<file path="src/rtl/int_ctrl.sv">
// Single-level interrupt controller: edge-latched pending flags, enable mask,
// fixed priority (highest index wins), REQ held until RTI, one-cycle gap after.
module int_ctrl #(
  parameter int          N_SRC      = 8,
  parameter logic [15:0] VEC_BASE   = 16'hF000,
  parameter logic [15:0] VEC_STRIDE = 16'h0010
) (
  input  logic             CLK,
  input  logic             RESET_N,
  input  logic [N_SRC-1:0] IRQ,
  input  logic             GIE,
  input  logic             IE_WR,
  input  logic [N_SRC-1:0] IE_DATA,
  input  logic             RTI,
  output logic             REQ,
  output logic [15:0]      ADDR_INT,
  output logic             ACTIVE,
  output logic [3:0]       ACT_ID,
  output logic [N_SRC-1:0] IFG,
  output logic [N_SRC-1:0] IE
);

  typedef enum logic [1:0] {
    S_IDLE,
    S_SERVE,
    S_GAP
  } state_t;

  localparam logic [N_SRC-1:0] L_ONE = N_SRC'(1);

  state_t           r_state;
  state_t           w_state_nxt;
  logic [N_SRC-1:0] r_irq_q;
  logic [N_SRC-1:0] r_ifg;
  logic [N_SRC-1:0] r_ie;
  logic [N_SRC-1:0] w_rise;
  logic [N_SRC-1:0] w_elig;
  logic [N_SRC-1:0] w_clr;
  logic             r_req;
  logic             w_req_nxt;
  logic [15:0]      r_addr;
  logic [15:0]      w_addr_nxt;
  logic [15:0]      w_vec;
  logic [3:0]       r_id;
  logic [3:0]       w_id_nxt;
  logic [3:0]       w_sel;
  logic             w_take;

  assign w_rise = IRQ & ~r_irq_q;
  assign w_elig = r_ifg & r_ie & {N_SRC{GIE}};
  assign w_take = (r_state == S_IDLE) && (|w_elig);

  // Last set bit wins, so the highest index has priority
  always_comb begin
    w_sel = '0;
    for (int i = 0; i < N_SRC; i++) begin
      if (w_elig[i]) w_sel = 4'(i);
    end
  end

  assign w_vec = VEC_BASE + 16'(w_sel) * VEC_STRIDE;
  assign w_clr = w_take ? (L_ONE << w_sel) : '0;

  always_ff @(posedge CLK or negedge RESET_N) begin
    if (!RESET_N) begin
      r_state <= S_IDLE;
    end else begin
      r_state <= w_state_nxt;
    end
  end

  always_comb begin
    w_state_nxt = r_state;
    unique case (r_state)
      S_IDLE:  if (w_take) w_state_nxt = S_SERVE;
      S_SERVE: if (RTI) w_state_nxt = S_GAP;
      S_GAP:   w_state_nxt = S_IDLE;
      default: w_state_nxt = S_IDLE;
    endcase
  end

  always_comb begin
    w_req_nxt  = r_req;
    w_addr_nxt = r_addr;
    w_id_nxt   = r_id;
    unique case (r_state)
      S_IDLE: begin
        if (w_take) begin
          w_req_nxt  = 1'b1;
          w_addr_nxt = {w_vec[15:1], 1'b0};
          w_id_nxt   = w_sel;
        end
      end
      S_SERVE: if (RTI) w_req_nxt = 1'b0;
      S_GAP:   w_req_nxt = 1'b0;
      default: w_req_nxt = 1'b0;
    endcase
  end

  always_ff @(posedge CLK or negedge RESET_N) begin
    if (!RESET_N) begin
      r_req  <= 1'b0;
      r_addr <= '0;
      r_id   <= '0;
    end else begin
      r_req  <= w_req_nxt;
      r_addr <= w_addr_nxt;
      r_id   <= w_id_nxt;
    end
  end

  // A new edge beats the dispatch clear on the same flag
  always_ff @(posedge CLK or negedge RESET_N) begin
    if (!RESET_N) begin
      r_irq_q <= '0;
      r_ifg   <= '0;
      r_ie    <= '0;
    end else begin
      r_irq_q <= IRQ;
      r_ifg   <= (r_ifg & ~w_clr) | w_rise;
      if (IE_WR) r_ie <= IE_DATA;
    end
  end

  assign REQ      = r_req;
  assign ACTIVE   = r_req;
  assign ADDR_INT = r_addr;
  assign ACT_ID   = r_id;
  assign IFG      = r_ifg;
  assign IE       = r_ie;

endmodule
</file>
<file path="config.mk">
export PLATFORM = sky130hd
export DESIGN_NAME = int_ctrl
export DESIGN_NICKNAME = d
export VERILOG_FILES = /design/src/rtl/int_ctrl.sv
export SDC_FILE = /design/constraint.sdc
export NUM_CORES = 1
export LEC_CHECK = 0
export ABC_AREA = 1
export BUFFER_PORTS_ARGS = -buffer_cell sky130_fd_sc_hd__buf_2
export CAP_MARGIN = 10
export CORE_AREA = 2 2 59 61
export DETAILED_ROUTE_END_ITERATION = 7
export DIE_AREA = 0 0 61 63
export PLACE_DENSITY = 0.74
export SLEW_MARGIN = 10
export SYNTH_ARGS = -nofsm -noshare
export SYNTH_HDL_FRONTEND = slang
export SYNTH_SLANG_ARGS = --single-unit
</file>
<file path="constraint.sdc">
create_clock -name CLK -period 2.1 [get_ports CLK]
set_input_delay 0.42 -clock CLK [delete_from_list [all_inputs] [get_ports CLK]]
set_output_delay 0.42 -clock CLK [all_outputs]
set_load 0.01 [all_outputs]
</file>
# [After elaboration in Yosys (flattened, before gate mapping)]
# Index checks and enable logic that the tools add are counted.
[word_totals] regBits=46 input_bits=21 output_inout_bits=38
[classes] add_sub_neg=1 eq_ne=3 n_shift=1 muxes=14 bitwise_logic=7 reduce_logical=5
[op_table] cell="$and 8x8->8" n=4
[op_table] cell="$not 8->8" n=2
[op_table] cell="$add 13x9->14 const A" n=1
[op_table] cell="$mux 4" n=3
[op_table] cell="$mux 2" n=4
[op_table] cell="$mux 8" n=1
[op_table] cell="$or 8x8->8" n=1
[op_table] cell="$reduce_or 8->1" n=1
[op_table] cell="$shl 1x4->8 const A" n=1
[op_table] cell="$ne 2x2->1 const B" n=2
[op_table] cell="$pmux 2 s2" n=1
[op_table] cell="$reduce_and 2->1" n=2
[op_table] cell="$mux 1" n=3
[op_table] cell="$mux 3" n=1
[op_table] cell="$eq 2x1->1 const B" n=1
[op_table] cell="$logic_not 2->1" n=1
[op_table] cell="$pmux 1 s2" n=1
[op_table] cell="$logic_and 1x1->1" n=1

# [Depth between registers and ports, before layout]
# Gate-level depths: netlist (run 1).
[logic_depth] word_depth=14 mapped_depth=12 depth_no_buf=11

# [Least setup slack after synthesis (run 1)]
# No wires, ideal clock.
[synth_timing] kind="input -> register" start="input port GIE" end="register r_addr[14], in the netlist ADDR_INT[14]" t_arrival_ps=1221 path_slack_ps=755 path_stages=6 path_buffers=1 path_cell_list="buf_6 > nand3_1 > nand2_2 > o21ai_4 > nand2_4 > or2_1"
[synth_via] elab_chain_cells=9 elab_cells_between_ends=12
[synth_lines] element="from (decl)" line="11" text="input logic GIE,"
[synth_lines] element="$and 8x8->8 *" line="50" text="assign w_elig = r_ifg & r_ie & {N_SRC{GIE}};"
[synth_lines] element="$mux 1" line="57" text="if (w_elig[i]) w_sel = 4'(i);"
[synth_lines] element="$mux 2 (2 in series)" line="57"
[synth_lines] element="$mux 3" line="57"
[synth_lines] element="$mux 4 (3 in series)" line="57"
[synth_lines] element="$add 13x9->14" line="61" text="assign w_vec = VEC_BASE + 16'(w_sel) * VEC_STRIDE;"
[synth_lines] element="to (signal assigned)" line="107" text="r_addr <= w_addr_nxt;"
[synth_lines] element="to (decl)" line="41" text="logic [15:0] r_addr;"
# Mark *: on every way between the ends. The rest lies on a longest branch, timed or not.
# A chain may end at the register's enable or synchronous reset.

==> results of run 1 <==
[state kept, by name (all words and copies together), names as in the netlist]
register / count
IE: 8
IFG: 8
r_irq_q: 8
ACT_ID: 2
ADDR_INT: 2
ACTIVE: 1
r_state: 1
[synth_stat cells, types with 2 or more instances]
| library cell | n | area (um^2) |
|---|---|---|
| nand2_2 | 2 | 12.5 |
| nand3_1 | 10 | 50.1 |
| nand2_1 | 29 | 109 |
| dfrtp_1 | 30 | 751 |
| nor2_1 | 5 | 18.8 |
| o21ai_0 | 3 | 15.0 |
| inv_1 | 15 | 56.3 |
| nand2_4 | 2 | 22.5 |
| nand4_1 | 2 | 12.5 |
| o21ai_1 | 4 | 20.0 |
| o21ai_2 | 2 | 17.5 |
| inv_2 | 2 | 7.51 |
| mux2_2 | 7 | 78.8 |
| buf_4 | 17 | 128 |
[per-stage QoR]
step / hold slack [ps] / std cells
finish: 94.3 / 232
CTS: 117 / 232
floorplan: 124 / 149
global route: 140 / 232
global placement: 394 / 224
detailed placement: 402 / 224
[layer usage]
metal	part of all wire [%]	wire length, um	vias to the layer above
li1	-	-	513
met1	41	991	473
met2	48	1150	39
met3	8.4	203	7
met4	2.4	57	0
met5	0	0	-
[cells in the final DEF (no fill, tap or decap)]
cell	netlist	layout
clkbuf_4	0	5
or2_1	1	1
nand3_4	1	1
nand4_1	2	2
buf_2	0	48
o21ai_4	1	1
nor2_1	5	5
clkbuf_8	0	3
nand3_1	10	10
conb_1	1	10
nand2_4	2	2
mux2_2	7	7
a31oi_1	1	1
nand3_2	1	1
nor2_4	1	1
nand2_2	2	2
o21ai_1	4	4
dfrtp_1	30	30
nand2_1	29	29
a21oi_4	1	1
o21ai_2	2	2
inv_2	2	2
inv_1	15	15
o21ai_0	3	3
[critical path, stage by stage, from the launching register on]
cell	delay, ps
dfrtp_1	410
nor2_1	320
o21ai_4	150
nor2_4	140
nand3_1	90
nand2_1	70
o21ai_0	70
[worst paths after layout]
check / startpoint / endpoint / slack, ps
setup / recovery: ACTIVE / IFG[0] / 740
hold / removal: RESET_N / r_irq_q[2] / 90
setup reg to reg: ACTIVE / IFG[0] / 740
hold reg to reg: r_irq_q[4] / IFG[4] / 410
max in group asynchronous: RESET_N / IE[0] / 1590
min in group CLK: IRQ[2] / r_irq_q[2] / 200
[cell type report]
cell class              instances  area [um^2]  share of cell area, %
well taps                      46         57.6                   3.45
inverters                      17         63.8                   3.82
clock buffers                   8         78.8                   4.72
repair buffers                 48          240                   14.4
multi-input cells              83          478                   28.6
flip-flops and latches         30          751                   45.0
[cell families after synthesis]
logic type	synth area share (%)
compound gates	6.52
other cells	0.268
mux	5.63
flops	53.6
simple gates	19.3
buf+inv	14.7
[power by group through the flow]
stage	logic (mW)	clock network, mW	registers [mW]
5_1_grt	0.726	0.462	0.812
4_1_cts	0.649	0.434	0.795
2_1_floorplan	0.434	0	0.846
3_5_place_dp	0.648	0	0.805
3_3_place_gp	0.643	0	0.804
6_report	0.636	0.417	0.792
==> summary.md, run 1 <==
| Metric | Value |
|---|---|
| Status | finished clean |
| Yosys warns | 0 |
| Largest net degree at the start of global routing | 31 |
| Clk_lat worst skew | approximately 330 ps |
| GP Congestion | around 0.76 |
| Final core occ | approximately half |
| Top FF cell, synth | dfrtp_1 |
| Fin Clk Skew | around 6.6 ps |
| Net count, final | ~210 |
| Syn Area/Cell | 10.0 um^2 |
| Initial core utilization | a little over two fifths |
| DRT antenna net count | 0 |
| Worst slew pin tran | roughly 630 ps |
| Vias per cell | 4.45 |
| Min Tclk post-route | around 1400 ps |
| DRC Markers | 0 |
| RSZ-0062 raised after global routing | no |
| Placed Area | roughly 1600 um^2 |
| Vias | around 1000 |
| M1 GR Usage | between 10% and 20% |
| Worst hold path type | input pin to async pin |
| Die ar. | 3840 um^2 |
| Floorplan core area | ~3200 um^2 |
| Iteration count of the initial detailed-routing pass | 4 |
| Number of I/O pins | 59 |
| Ant diodes | 0 |
| Logic pwr share | roughly a third |
| CTS tree | done |
| Worst rel slew slack | about three fifths |
| Vias in the first global route | slightly below 1000 |
| Met3 usage | 6.63% |
| Fin crit share | 65.0% |
| Post-Syn Area | 1400 um^2 |
| Num rows | 21 |
| Pwr/cell area | between 1000 and 1500 nW/um^2 |
| PortBufs | 48 |
| Setup WS pre-CTS | between 500 and 600 ps |
| Clock buffer depth | 2 |
| Int Power | around 1.2 mW |
| GRT busiest layer | met2 |
| Clock Sinks | 30 |
| Async SR Flop Fraction | between 90% and 100% |
| GRT Total Usage | 15.1% |
| Setup TNS | 0 ps |
| Critical Path Sink Type | register |
| Initial antenna violation count | 0 |
| Mapped Cells | 140 |
| FF+latch count, synth | 30 |
| Root Driver | clkbuf_4 |
| Final setup vio count | 0 |
| Remaining Overflow, GRT | 0 |
| Clock-pin slew on the worst setup and hold paths | about 90 ps |
| Post-CTS Setup Inserts | 0 |
| Sw Share | a little over a third |
| Max-slew violation count | 0 |
| Crit Path Class | register to register |
| M2 GR Usage | about 23% |
| CTS Buf Count | 5 |
| First-pass GRT wire length | between 4000 and 5000 um |
| Fillers | 317 |
| Final instance area | 1670 um^2 |
| Worst vdd ir | ~0.50 mV |
| CP Launch Type | register |
| Final Hold Viols | 0 |
| Register area share after synthesis | 53.6% |
| Drt first-iter violations | 12 |
| Hold_buf cts | 0 |
| Drt wl/cell | between 10 and 15 um |
| Post-synth EDFFs | 0 |
| Final worst slack | between 700 and 800 ps |
| Worst-path fanout max | 4 |
| Final wirelength | 2400 um |
| Arrival time worst endpoint | 1580 ps |
| CP required | ~2300 ps |
| DP Wirelength | roughly 1900 um |
| CTS resizes | 0 |
| Share of cells above drive strength 1 | 40.9% |
| P_leak | 0.863 nW |
| FF-to-FF path depth | 6 |
| Clock share of power | 22.6% |
| Die X | roughly 61 um |
| Fmax | between 700 and 800 MHz |
| MaxCap Viol Count | 0 |
| Die Y-Extent | 63 um |
| Layout area overhead | 19.1% |
| Sw power | 0.668 mW |
| Sequential power share | 42.9% |
| Final Power | between 1.5 and 2 mW |
| Number of distinct library cells after synthesis | 24 |
| H-tree Lvls | 2 |
Note: power is estimated with default switching activity, not from simulation.
==> run 2: changes to the inputs <==
==> constraint.sdc (replaced) <==
create_clock -name CLK -period 1.45 [get_ports CLK]
set_input_delay 0.29 -clock CLK [delete_from_list [all_inputs] [get_ports CLK]]
set_output_delay 0.29 -clock CLK [all_outputs]
set_load 0.01 [all_outputs]
==> summary.md, run 2 (synthesis gave the netlist of run 1 again) <==
| Metric | Value |
|---|---|
| Min Tclk post-route | 1320 ps (-43.5 ps) |
| Sequential Area | 751 um^2 (unchanged) |
| Fmax | 757 MHz (+3.3%) |
| Pwr/cell area | 1540 nW/um^2 (+40%) |
| CP Launch Type | register |
| Fin Clk Skew | 9.76 ps (+3.13 ps) |
| Root Driver | clkbuf_4 |
| Critical Path Sink Type | register |
| Final wirelength | 2590 um (+7.9%) |
| Final setup vio count | 0 (unchanged) |
| Drt first-iter violations | 8 (-4) |
| P_leak | 0.881 nW (+2.1%) |
| Die X | 61 um (unchanged) |
| Die Y-Extent | 63 um (unchanged) |
| Die ar. | 3840 um^2 (unchanged) |
| Clock-pin slew on the worst setup and hold paths | 90 ps (about the same) |
| Final Hold Viols | 0 (unchanged) |
| RSZ-0062 raised after global routing | no |
| Initial antenna violation count | 0 (unchanged) |
| CP required | 1650 ps (-660 ps) |
| Final worst slack | 129 ps (-606 ps) |
| Layout area overhead | 21.7% |
| Final Power | 2.63 mW (+43%) |
| PortBufs | 48 (unchanged) |
| Clock Sinks | 30 (unchanged) |
| Num rows | 21 (unchanged) |
| Area of the multi-input gates | 480 um^2 (+0.52%) |
| CTS Buf Count | 5 (unchanged) |
| Placed Area | 1630 um^2 (+2.2%) |
| Share of cells above drive strength 1 | 41.9% (+1.0 points) |
| DRC Markers | 0 (unchanged) |
| Vias | 1050 (+1.7%) |
| GRT Total Usage | 16.0% (+0.88 points) |
| Largest net degree at the start of global routing | 17 (-45%) |
| Vias per cell | 4.43 (-0.40%) |
| Crit Path Class | register to register |
| CTS tree | done |
| DRT antenna net count | 0 (unchanged) |
| Initial core utilization | 43.4% (unchanged) |
| Iteration count of the initial detailed-routing pass | 4 (unchanged) |
| Clock buffer depth | 2 (unchanged) |
| DP Wirelength | 2100 um (+8.1%) |
| Drt wl/cell | 10.9 um (+5.6%) |
| MaxCap Viol Count | 0 (unchanged) |
| Commonest cells after routing, fill and taps aside | buf_2 (48), dfrtp_1 (30), nand2_1 (28) |
| Max-slew violation count | 0 (unchanged) |
| Number of I/O pins | 59 (unchanged) |
| Ant diodes | 0 (unchanged) |
| Net count, final | 211 (+2.4%) |
| Clk_lat worst skew | 320 ps (about the same) |
| Final instance area | 1710 um^2 (+2.2%) |
| First-pass GRT wire length | 4490 um (+5.3%) |
| Floorplan core area | 3230 um^2 (unchanged) |
| GP Congestion | 0.774 (+2.0%) |
| Fin crit share | 91.1% (+26 points) |
| Worst hold path type | input pin to register |
| Vias in the first global route | 1033 (+4.4%) |
| H-tree Lvls | 2 (unchanged) |
| Arrival time worst endpoint | 1520 ps (-60 ps) |
| Fillers | 324 (+2.2%) |
| Worst-path fanout max | 4 (unchanged) |
| Remaining Overflow, GRT | 0 (unchanged) |
| Status | finished clean |
| Commonest non-fill, non-tap cell in the layout | buf_2 |
| Worst vdd ir | 0.829 mV (+66%) |
| Setup WS pre-CTS | -5.29 ps (-545 ps) |
==> run 2: area by class of cell <==
| class | count | area share (%) |
|---|---|---|
| flip-flops and latches | 30 | 44.0 |
| well taps | 46 | 3.37 |
| clock buffers | 7 | 3.23 |
| multi-input cells | 83 | 28.2 |
| clock inverters | 1 | 0.293 |
| repair buffers | 53 | 17.2 |
| inverters | 17 | 3.74 |
==> run 2: stage by stage <==
step,hold slack (ps),cells,setup TNS [ps],utilization (%)
CTS,74.7,236,0,52.5
detailed placement,225,227,-5.29,50.3
global route,67.9,237,0,52.8
global placement,216,227,0,50.3
finish,81.9,237,0,52.8
floorplan,-5.59,149,0,-
==> run 2: critical path, cell delays in order, from the launching register on <==
cell,delay (ps)
dfrtp_1,420
nand3_1,120
nand2_1,70
nor2_1,130
inv_2,80
nor2_4,140
nand3_1,110
nand2_1,70
o21ai_0,70
==> run 2: timing repair <==
item / 4_1_cts / 5_1_grt
hold endpoints to repair: 14 / 0
hold buffers: 1 / 0
buffers inserted: 0 / 1
endpoints found under the setup margin: 0 / 5
resized for setup: 0 / 1
==> run 2: final timing paths <==
| check | end | slack [ps] | depth (start not counted) | from |
|---|---|---|---|---|
| worst min register to register | IFG[0] | 420 | 1 | r_irq_q[0] |
| worst max register to register | IFG[0] | 130 | 8 | IFG[5] |
| worst max-delay path | IFG[0] | 130 | 8 | IFG[5] |
| worst min-delay path | r_irq_q[1] | 80 | 1 | IRQ[1] |
| min in group asynchronous | ADDR_INT[6] | 390 | 2 | RESET_N |
| max in group asynchronous | IE[0] | 650 | 3 | RESET_N |
==> run 2: power breakdown <==
group	total (mW)	leakage, nW	internal (mW)	switching [mW]
clock	0.501	0.0353	0.235	0.266
combinational	0.977	0.514	0.403	0.574
sequential	1.15	0.331	1.01	0.142
==> run 2: per-layer routing <==
metal	wire [um]	track usage (%)	up-vias
met5	0	0	-
met2	1320	25.5	41
li1	-	-	515
met4	44	6.52	0
met1	1050	19.7	488
met3	181	4.97	6
